### config.mk
export PLATFORM = sky130hd
export DESIGN_NAME = dm_arbiter
export DESIGN_NICKNAME = d
export VERILOG_FILES = /design/src/rtl/dm_arb_pkg.sv /design/src/rtl/sat_counter.sv /design/src/rtl/dm_arbiter.sv
export SDC_FILE = /design/constraint.sdc
export NUM_CORES = 1
export LEC_CHECK = 0
export CAP_MARGIN = 20
export CELL_PAD_IN_SITES_DETAIL_PLACEMENT = 1
export CELL_PAD_IN_SITES_GLOBAL_PLACEMENT = 1
export CORE_UTILIZATION = 15
export DETAILED_ROUTE_END_ITERATION = 10
export PLACE_DENSITY = 0.81
export SYNTH_ARGS = -nofsm -noshare
export SYNTH_HDL_FRONTEND = slang
export SYNTH_SLANG_ARGS = --single-unit
### constraint.sdc
create_clock -name clk -period 1.4 [get_ports clk]
set_input_delay 0.21 -clock clk [delete_from_list [all_inputs] [get_ports clk]]
set_output_delay 0.21 -clock clk [all_outputs]
set_load 0.02 [all_outputs]
### src/rtl/dm_arb_pkg.sv
`default_nettype none
// ============================================================================
// Module : dm_arb_pkg
// Brief  : Shared types and defaults for the data-memory arbiter. It holds the
//          arbiter state encoding and the default starvation limit and
//          counter width.
// Revision: 1.0 - initial release
// ============================================================================
package dm_arb_pkg;

    // Arbiter states. The pipeline owns the data memory in ST_IDLE and in
    // ST_ACK. The external port owns it in ST_XGNT.
    typedef enum logic [1:0] {
        ST_IDLE = 2'd0,
        ST_XGNT = 2'd1,
        ST_ACK  = 2'd2
    } arb_state_e;

    localparam int c_STARVE_LIMIT_DEFAULT = 4;
    localparam int c_CNT_W_DEFAULT        = 4;

endpackage
`default_nettype wire

### src/rtl/sat_counter.sv
`default_nettype none
// ============================================================================
// Module : sat_counter
// Brief  : Up-counter that saturates at a run-time limit and can be cleared
//          synchronously.
// Ports  : clk, rst        - clock and synchronous active-high reset
//          inc             - count up by one (ignored once the limit is reached)
//          clr             - clear to zero (takes priority over inc)
//          limit[CNT_W]    - saturation value
//          count[CNT_W]    - current count
//          at_limit        - count equals limit
// Revision: 1.0 - initial release
// ============================================================================
module sat_counter #(
    parameter int CNT_W = 4
) (
    input  logic             clk,
    input  logic             rst,
    input  logic             inc,
    input  logic             clr,
    input  logic [CNT_W-1:0] limit,
    output logic [CNT_W-1:0] count,
    output logic             at_limit
);

    logic [CNT_W-1:0] count_q;

    always_ff @(posedge clk) begin
        if (rst) begin
            count_q <= '0;
        end else if (clr) begin
            count_q <= '0;
        end else if (inc && !at_limit) begin
            count_q <= count_q + 1'b1;
        end
    end

    assign count    = count_q;
    assign at_limit = (count_q == limit);

endmodule
`default_nettype wire

### src/rtl/dm_arbiter.sv
`default_nettype none
// ============================================================================
// Module : dm_arbiter
// Brief  : Shares one data-memory port between the pipeline M stage and an
//          external request/ack port. The pipeline normally owns the memory.
//          An external request takes one XGNT cycle, which stalls the M stage
//          if it is accessing memory. An ACK cycle follows it. A starvation
//          counter forces the external request through after STARVE_LIMIT
//          lost IDLE cycles.
// Ports  : clk, reset                     - clock, synchronous active-high reset
//          m_req/m_we/m_addr/m_wdata/m_pc - M-stage memory access
//          x_req/x_we/x_addr/x_wdata      - external request, held until x_ack
//          dm_rdata                       - combinational DM read data
//          dm_addr/dm_wdata/dm_we/dm_pc   - DM access port
//          m_stall                        - freeze the pipeline up to M
//          x_ack/x_rdata/x_err            - registered external completion
// Revision: 1.0 - initial release
// ============================================================================
module dm_arbiter
    import dm_arb_pkg::*;
#(
    parameter int STARVE_LIMIT = c_STARVE_LIMIT_DEFAULT,
    parameter int CNT_W        = c_CNT_W_DEFAULT
) (
    input  logic        clk,
    input  logic        reset,
    input  logic        m_req,
    input  logic        m_we,
    input  logic [31:0] m_addr,
    input  logic [31:0] m_wdata,
    input  logic [31:0] m_pc,
    input  logic        x_req,
    input  logic        x_we,
    input  logic [31:0] x_addr,
    input  logic [31:0] x_wdata,
    input  logic [31:0] dm_rdata,
    output logic [31:0] dm_addr,
    output logic [31:0] dm_wdata,
    output logic        dm_we,
    output logic [31:0] dm_pc,
    output logic        m_stall,
    output logic        x_ack,
    output logic [31:0] x_rdata,
    output logic        x_err
);

    localparam logic [CNT_W-1:0] c_LIMIT = CNT_W'(STARVE_LIMIT);

    arb_state_e       state_q;
    logic             x_ack_q;
    logic             x_err_q;
    logic [31:0]      x_rdata_q;

    logic             w_idle;
    logic             w_grant;
    logic             w_starve_inc;
    logic             w_at_limit;
    logic             w_x_misaligned;
    logic [CNT_W-1:0] w_starve_cnt;

    assign w_idle         = (state_q == ST_IDLE);
    assign w_x_misaligned = (x_addr[1:0] != 2'b00);

    // The external port wins when the pipeline is not using memory, or when
    // it has already lost STARVE_LIMIT times.
    assign w_grant = w_idle && x_req && (!m_req || (w_starve_cnt == c_LIMIT));

    // With m_req high, the only way a request is refused is that the counter
    // has not reached the limit yet, so this is exactly "lost this cycle".
    assign w_starve_inc = w_idle && x_req && m_req && !w_at_limit;

    sat_counter #(
        .CNT_W (CNT_W)
    ) u_starve (
        .clk      (clk),
        .rst      (reset),
        .inc      (w_starve_inc),
        .clr      (w_grant),
        .limit    (c_LIMIT),
        .count    (w_starve_cnt),
        .at_limit (w_at_limit)
    );

    // DM port mux. Reset suppresses any write, so a transaction aborted in
    // XGNT leaves memory untouched.
    always_comb begin
        dm_addr  = m_addr;
        dm_wdata = m_wdata;
        dm_we    = m_we & m_req;
        dm_pc    = m_pc;
        m_stall  = 1'b0;
        if (state_q == ST_XGNT) begin
            dm_addr  = x_addr;
            dm_wdata = x_wdata;
            dm_we    = x_we & ~w_x_misaligned;
            dm_pc    = 32'h0;
            m_stall  = m_req;
        end
        if (reset) begin
            dm_we   = 1'b0;
            m_stall = 1'b0;
        end
    end

    always_ff @(posedge clk) begin
        if (reset) begin
            state_q   <= ST_IDLE;
            x_ack_q   <= 1'b0;
            x_err_q   <= 1'b0;
            x_rdata_q <= 32'h0;
        end else begin
            x_ack_q <= 1'b0;
            x_err_q <= 1'b0;
            case (state_q)
                ST_IDLE: begin
                    if (w_grant) begin
                        state_q <= ST_XGNT;
                    end
                end
                ST_XGNT: begin
                    state_q   <= ST_ACK;
                    x_ack_q   <= 1'b1;
                    x_err_q   <= w_x_misaligned;
                    x_rdata_q <= dm_rdata;
                end
                ST_ACK: begin
                    state_q <= ST_IDLE;
                end
                default: begin
                    state_q <= ST_IDLE;
                end
            endcase
        end
    end

    assign x_ack   = x_ack_q;
    assign x_err   = x_err_q;
    assign x_rdata = x_rdata_q;

endmodule
`default_nettype wire

=== After elaboration in Yosys (flattened, before gate mapping) ===
Cells that the tools add are included.

* Flip-flop bits (word level): 40
* Input port bits: 198
* Word-level logic and storage cells: 35

* Add/sub/neg operators: 1
* Eq/ne operators: 3
* Muxes and demuxes: 10
* Bitwise logic cells: 4
* Reductions and logical operators: 12

{| class="wikitable"
|+ Operators by type and width
! cell !! count
|-
| $mux 32 || 3
|-
| $logic_and 1x1->1 || 5
|-
| $mux 1 || 5
|-
| $add 4x1->4 const B || 1
|-
| $eq 4x3->1 const B || 1
|-
| $pmux 2 s2 || 1
|-
| $reduce_or 2->1 || 2
|-
| $and 1x1->1 || 2
|-
| $eq 2x1->1 const B || 1
|-
| $logic_not 1->1 || 2
|-
| $logic_not 2->1 || 1
|-
| $mux 2 || 1
|-
| $ne 2x1->1 const B || 1
|-
| $not 1->1 || 2
|-
| $reduce_bool 2->1 || 1
|-
| $logic_or 1x1->1 || 1
|}

=== Logic depth before layout (Yosys ltp) ===
* Depth after elaboration: 5
* Depth in mapped cells: 6

=== Hierarchy ===
From an unflattened synthesis, not the netlist that was laid out.

* Cells, all modules: 430
* Area total of the unflattened synthesis: 2561.2 µm²

{| class="wikitable"
|+ Modules (own cells, without submodules)
! module !! times used !! cells each !! area an instance (µm²) !! sequential area each (µm²)
|-
| dm_arbiter || 1 || 404 || 2314.7 || 720.7
|-
| sat_counter || 1 || 26 || 246.5 || 80.1
|}

=== Worst setup path after synthesis ===
Ideal clock, no wire load.

* Path kind: flip-flop to output port
* Start: register state_q[0]
* End: output port dm_we
* Arrival time: 1.127 ns
* Data required time: 1.190 ns
* Setup slack: 0.063 ns
* Cell stages (with the launch flop): 6
* Buffers on the path: 2
* Cell sequence: dfxtp_1 -> nor2b_1 -> buf_2 -> buf_6 -> nand3_1 -> a21oi_1

* Word-level cells in the longest chain between the ends: 3

{| class="wikitable"
|+ Ends and longest elaborated chain
! what !! line !! text
|-
| start: declaration || dm_arbiter.sv:49 || <nowiki>arb_state_e state_q;</nowiki>
|-
| start signal: assignment || dm_arbiter.sv:107 || <nowiki>state_q <= ST_IDLE;</nowiki>
|-
| start signal: assignment || dm_arbiter.sv:117 || <nowiki>state_q <= ST_XGNT;</nowiki>
|-
| start signal: assignment || dm_arbiter.sv:121 || <nowiki>state_q <= ST_ACK;</nowiki>
|-
| $eq 2x1->1 || dm_arbiter.sv:92 || <nowiki>if (state_q == ST_XGNT) begin</nowiki>
|-
| $mux 1 || dm_arbiter.sv:92 ||
|-
| $mux 1 || dm_arbiter.sv:99 || <nowiki>if (reset) begin</nowiki>
|-
| end: declaration || dm_arbiter.sv:39 || <nowiki>output logic dm_we,</nowiki>
|}

No other way between the ends.

=== Final worst setup path ===
* Start: register state_q[1]
* End: output port dm_wdata[17]

* Word-level cells in the longest chain between the ends: 2

{| class="wikitable"
|+ Ends and longest elaborated chain
! what !! line !! text
|-
| $eq 2x1->1 || dm_arbiter.sv:92 ||
|-
| $mux 32 || dm_arbiter.sv:92 ||
|-
| end: declaration || dm_arbiter.sv:38 || <nowiki>output logic [31:0] dm_wdata,</nowiki>
|}

No other way between the ends.

==> results.py <==
metrics = {
    "status": {
        "status": "finished with violations",
        "violations": "setup timing",
    },
    "power_and_ir_drop": {
        "ir_drop_uv": 415,
        "power.total_w": 0.00446,
        "power_leakage_nw": 3.64,
        "p_per_area_mw_per_mm2": 617,
    },
    "clock_tree": {
        "numCtsBuffers": 5,
        "ctsHoldBuffers": 0,
        "htree_levels": 2,
        "clockRootBuffer": "clkbuf_16",
        "cts_tree": "built",
        "path_clk_slew_ns": 0.06,
        "clockBufferDepth": 2,
        "worst_skew_pair.late_latency_ns": 0.28,
        "clkSinkCount": 40,
    },
    "detailed_routing": {
        "wl_um": 16300,
        "drc": 0,
        "drt-vias-per-instance": 4.15,
        "antenna_left": 0,
        "dr.pass1.iters": 4,
        "drt_iter0_markers": 84,
        "num_vias": 4129,
        "wire_per_inst_um": 16.4,
    },
    "timing": {
        "setup_viol": 98,
        "setup_tns_ns": -19.94,
        "slew-limit-headroom_pct": 71.8,
        "tightest_slew_ns": 0.423,
        "fmax_mhz": 603,
        "setup_slack_ns": -0.258,
        "period_share_pct": 118,
        "hold_violations": 0,
        "period_minus_slack_ns": 1.66,
        "report.final.slew_viol_count": 0,
        "skew_ns": 0.00450,
        "rsz0062_at_grt": "yes",
    },
    "setup_path": {
        "crit_chain": "buf_6 > nor2b_4 > buf_12 > buf_12 > nand2_1 > nand2_2 > buf_6",
        "cp_data_arrival_time_ns": 1.45,
        "cp-start-kind": "flip-flop",
        "startpoint": "state_q[1]$_SDFFE_PP0P_",
        "r2r-start": "state_q[1]$_SDFFE_PP0P_",
        "crit_path_top_delay_cell": "dfxtp_2",
        "criticalPathCategory": "reg -> out",
        "cp.required_ns": 1.19,
        "cp_max_fo": 9,
        "timing.critical_path.to_type": "primary output",
        "critPathMaxStageDelay_ns": 0.32,
    },
    "grt": {
        "grt_pass1_wl_um": 22700,
        "met3_usage_pct": 4.26,
        "grt_overflow": 0,
        "antenna_found_initial": 0,
        "grt_use_met1_pct": 17.5,
        "grt-busiest-layer": "met2",
        "grt_max_degree": 33,
        "grt_util_met2_pct": 32.0,
        "grt_pass1_vias": 4313,
        "track_usage_pct": 16.3,
    },
    "min_path": {
        "hp-class": "in -> reg",
        "min_from": "reset",
    },
    "place": {
        "dpl.hpwl_um": 11600,
        "io_buffers": 329,
        "dp.cells": 967,
        "dpl-instance-area_mm2": 0.00622,
        "place_congestion": 0.788,
    },
    "floorplanning": {
        "start_util_pct": 15.5,
        "dieArea_mm2": 0.0179,
        "ioPinCount": 330,
        "die-height_um": 134,
        "design.core.area_mm2": 0.0168,
        "rows": 47,
        "die_w_um": 134,
    },
    "finish": {
        "diodes": 0,
        "final_cells": 995,
        "final_cell_area_mm2": 0.00724,
        "layout.nets": 974,
        "layout_common_cells": "nand2_1 (213), clkdlybuf4s50_1 (196), buf_6 (95)",
        "layout_commonest_cell": "nand2_1",
        "drive_gt1_share_pct": 32.3,
        "area_growth_pct": 178,
    },
    "job": {
        "cap_viol_max_count": 0,
    },
    "synth": {
        "ys_seq_elements": 40,
        "post_synth_inst_count": 427,
        "yosysWarnings": 0,
        "synth.distinct_cells": 27,
        "avgSynthCellArea_um2": 6.09,
        "syn-num-nets": 627,
        "yosysSeqAreaShare_pct": 30.8,
        "syn_area_mm2": 0.00260,
    },
}
==> path summary, 6_finish.rpt <==
kind                         endpoint  cells past startpoint  slack [ns]
min           state_q[1]$_SDFFE_PP0P_                      2        0.14
max reg2reg  x_rdata[28]$_SDFFE_PP0P_                      6        0.04
min reg2reg  x_rdata[15]$_SDFFE_PP0P_                      2        0.45
max                      dm_wdata[17]                      7       -0.26
==> power by group <==
group	internal [W]	switching (W)	total [W]	leakage [nW]
combinational	0.00122	0.000883	0.00210	3.25
sequential	0.00117	0.0000187	0.00119	0.326
clock	0.000710	0.000456	0.00117	0.0701
total	0.00311	0.00136	0.00446	3.64
==> kinds of logic (layout without fill, tap and decap cells) <==
| kind of cell | count (synthesis) | count (layout) | share of synthesized area, % |
|---|---|---|---|
| buffers and inverters | 33 | 381 | 7.98 |
| flip-flops | 40 | 40 | 30.8 |
| adder cells (fa/ha/maj) | 2 | 2 | 0.961 |
| AO/OA/AOI/OAI | 39 | 39 | 9.52 |
| AND/OR/NAND/NOR | 313 | 313 | 50.8 |
==> layer usage <==
metal	wire, µm	up-vias
li1	-	2015
met1	6380	1918
met2	8550	186
met3	1210	10
met4	142	0
met5	0	-
==> timing repair <==
item                       CTS  global route
setup endpoints to repair  164           157
pin swaps                   30            39
gates cloned                 6             6
gates resized for setup    642            79
setup buffers                8             3
==> sequential cells by signal, summed over array words and instances (netlist names) <==
name	count
x_rdata	32
u_starve.count	4
state_q	2
x_ack	1
x_err	1
==> area by class of cell <==
cell class | instances | area (µm²)
fill | 2005 | 9520
timing repair buffer | 371 | 4120
multi-input combinational | 354 | 1880
sequential | 40 | 805
tap | 220 | 275
clock buffer | 7 | 143
clock inverter | 1 | 7.51
inverter | 2 | 7.51
==> critical path, delay by kind of cell (launching register included) <==
family	cells	cell delay [ns]
buf+inv	4	0.52
flops	1	0.32
simple gates	3	0.30
==> cell usage after synthesis (all sizes together) <==
master,count,area [µm²]
nand2,260,1000
dfxtp,40,801
a21oi,36,218
and2,34,214
buf,27,185
nand3,7,35.0
nor2,5,18.8
clkbuf,4,15.0
ha,2,25.0
inv,2,7.51
nor3,2,15.0
a21boi,1,18.8
a31oi,1,6.26
and2b,1,8.76
nand2b,1,6.26
nand4b,1,8.76
nor2b,1,6.26
nor3b,1,7.51
o21ai,1,5.00
==> through the flow <==
stage               hold WS [ns]  utilization (%)  setup slack, ns
floorplan                  0.346                -           0.0632
global placement           0.421             37.1           -0.531
detailed placement         0.429             37.1           -0.549
CTS                        0.136             41.1           -0.283
global route               0.140             43.2           -0.321
finish                     0.137             43.2           -0.258
Power figures use the tool's default switching activity.
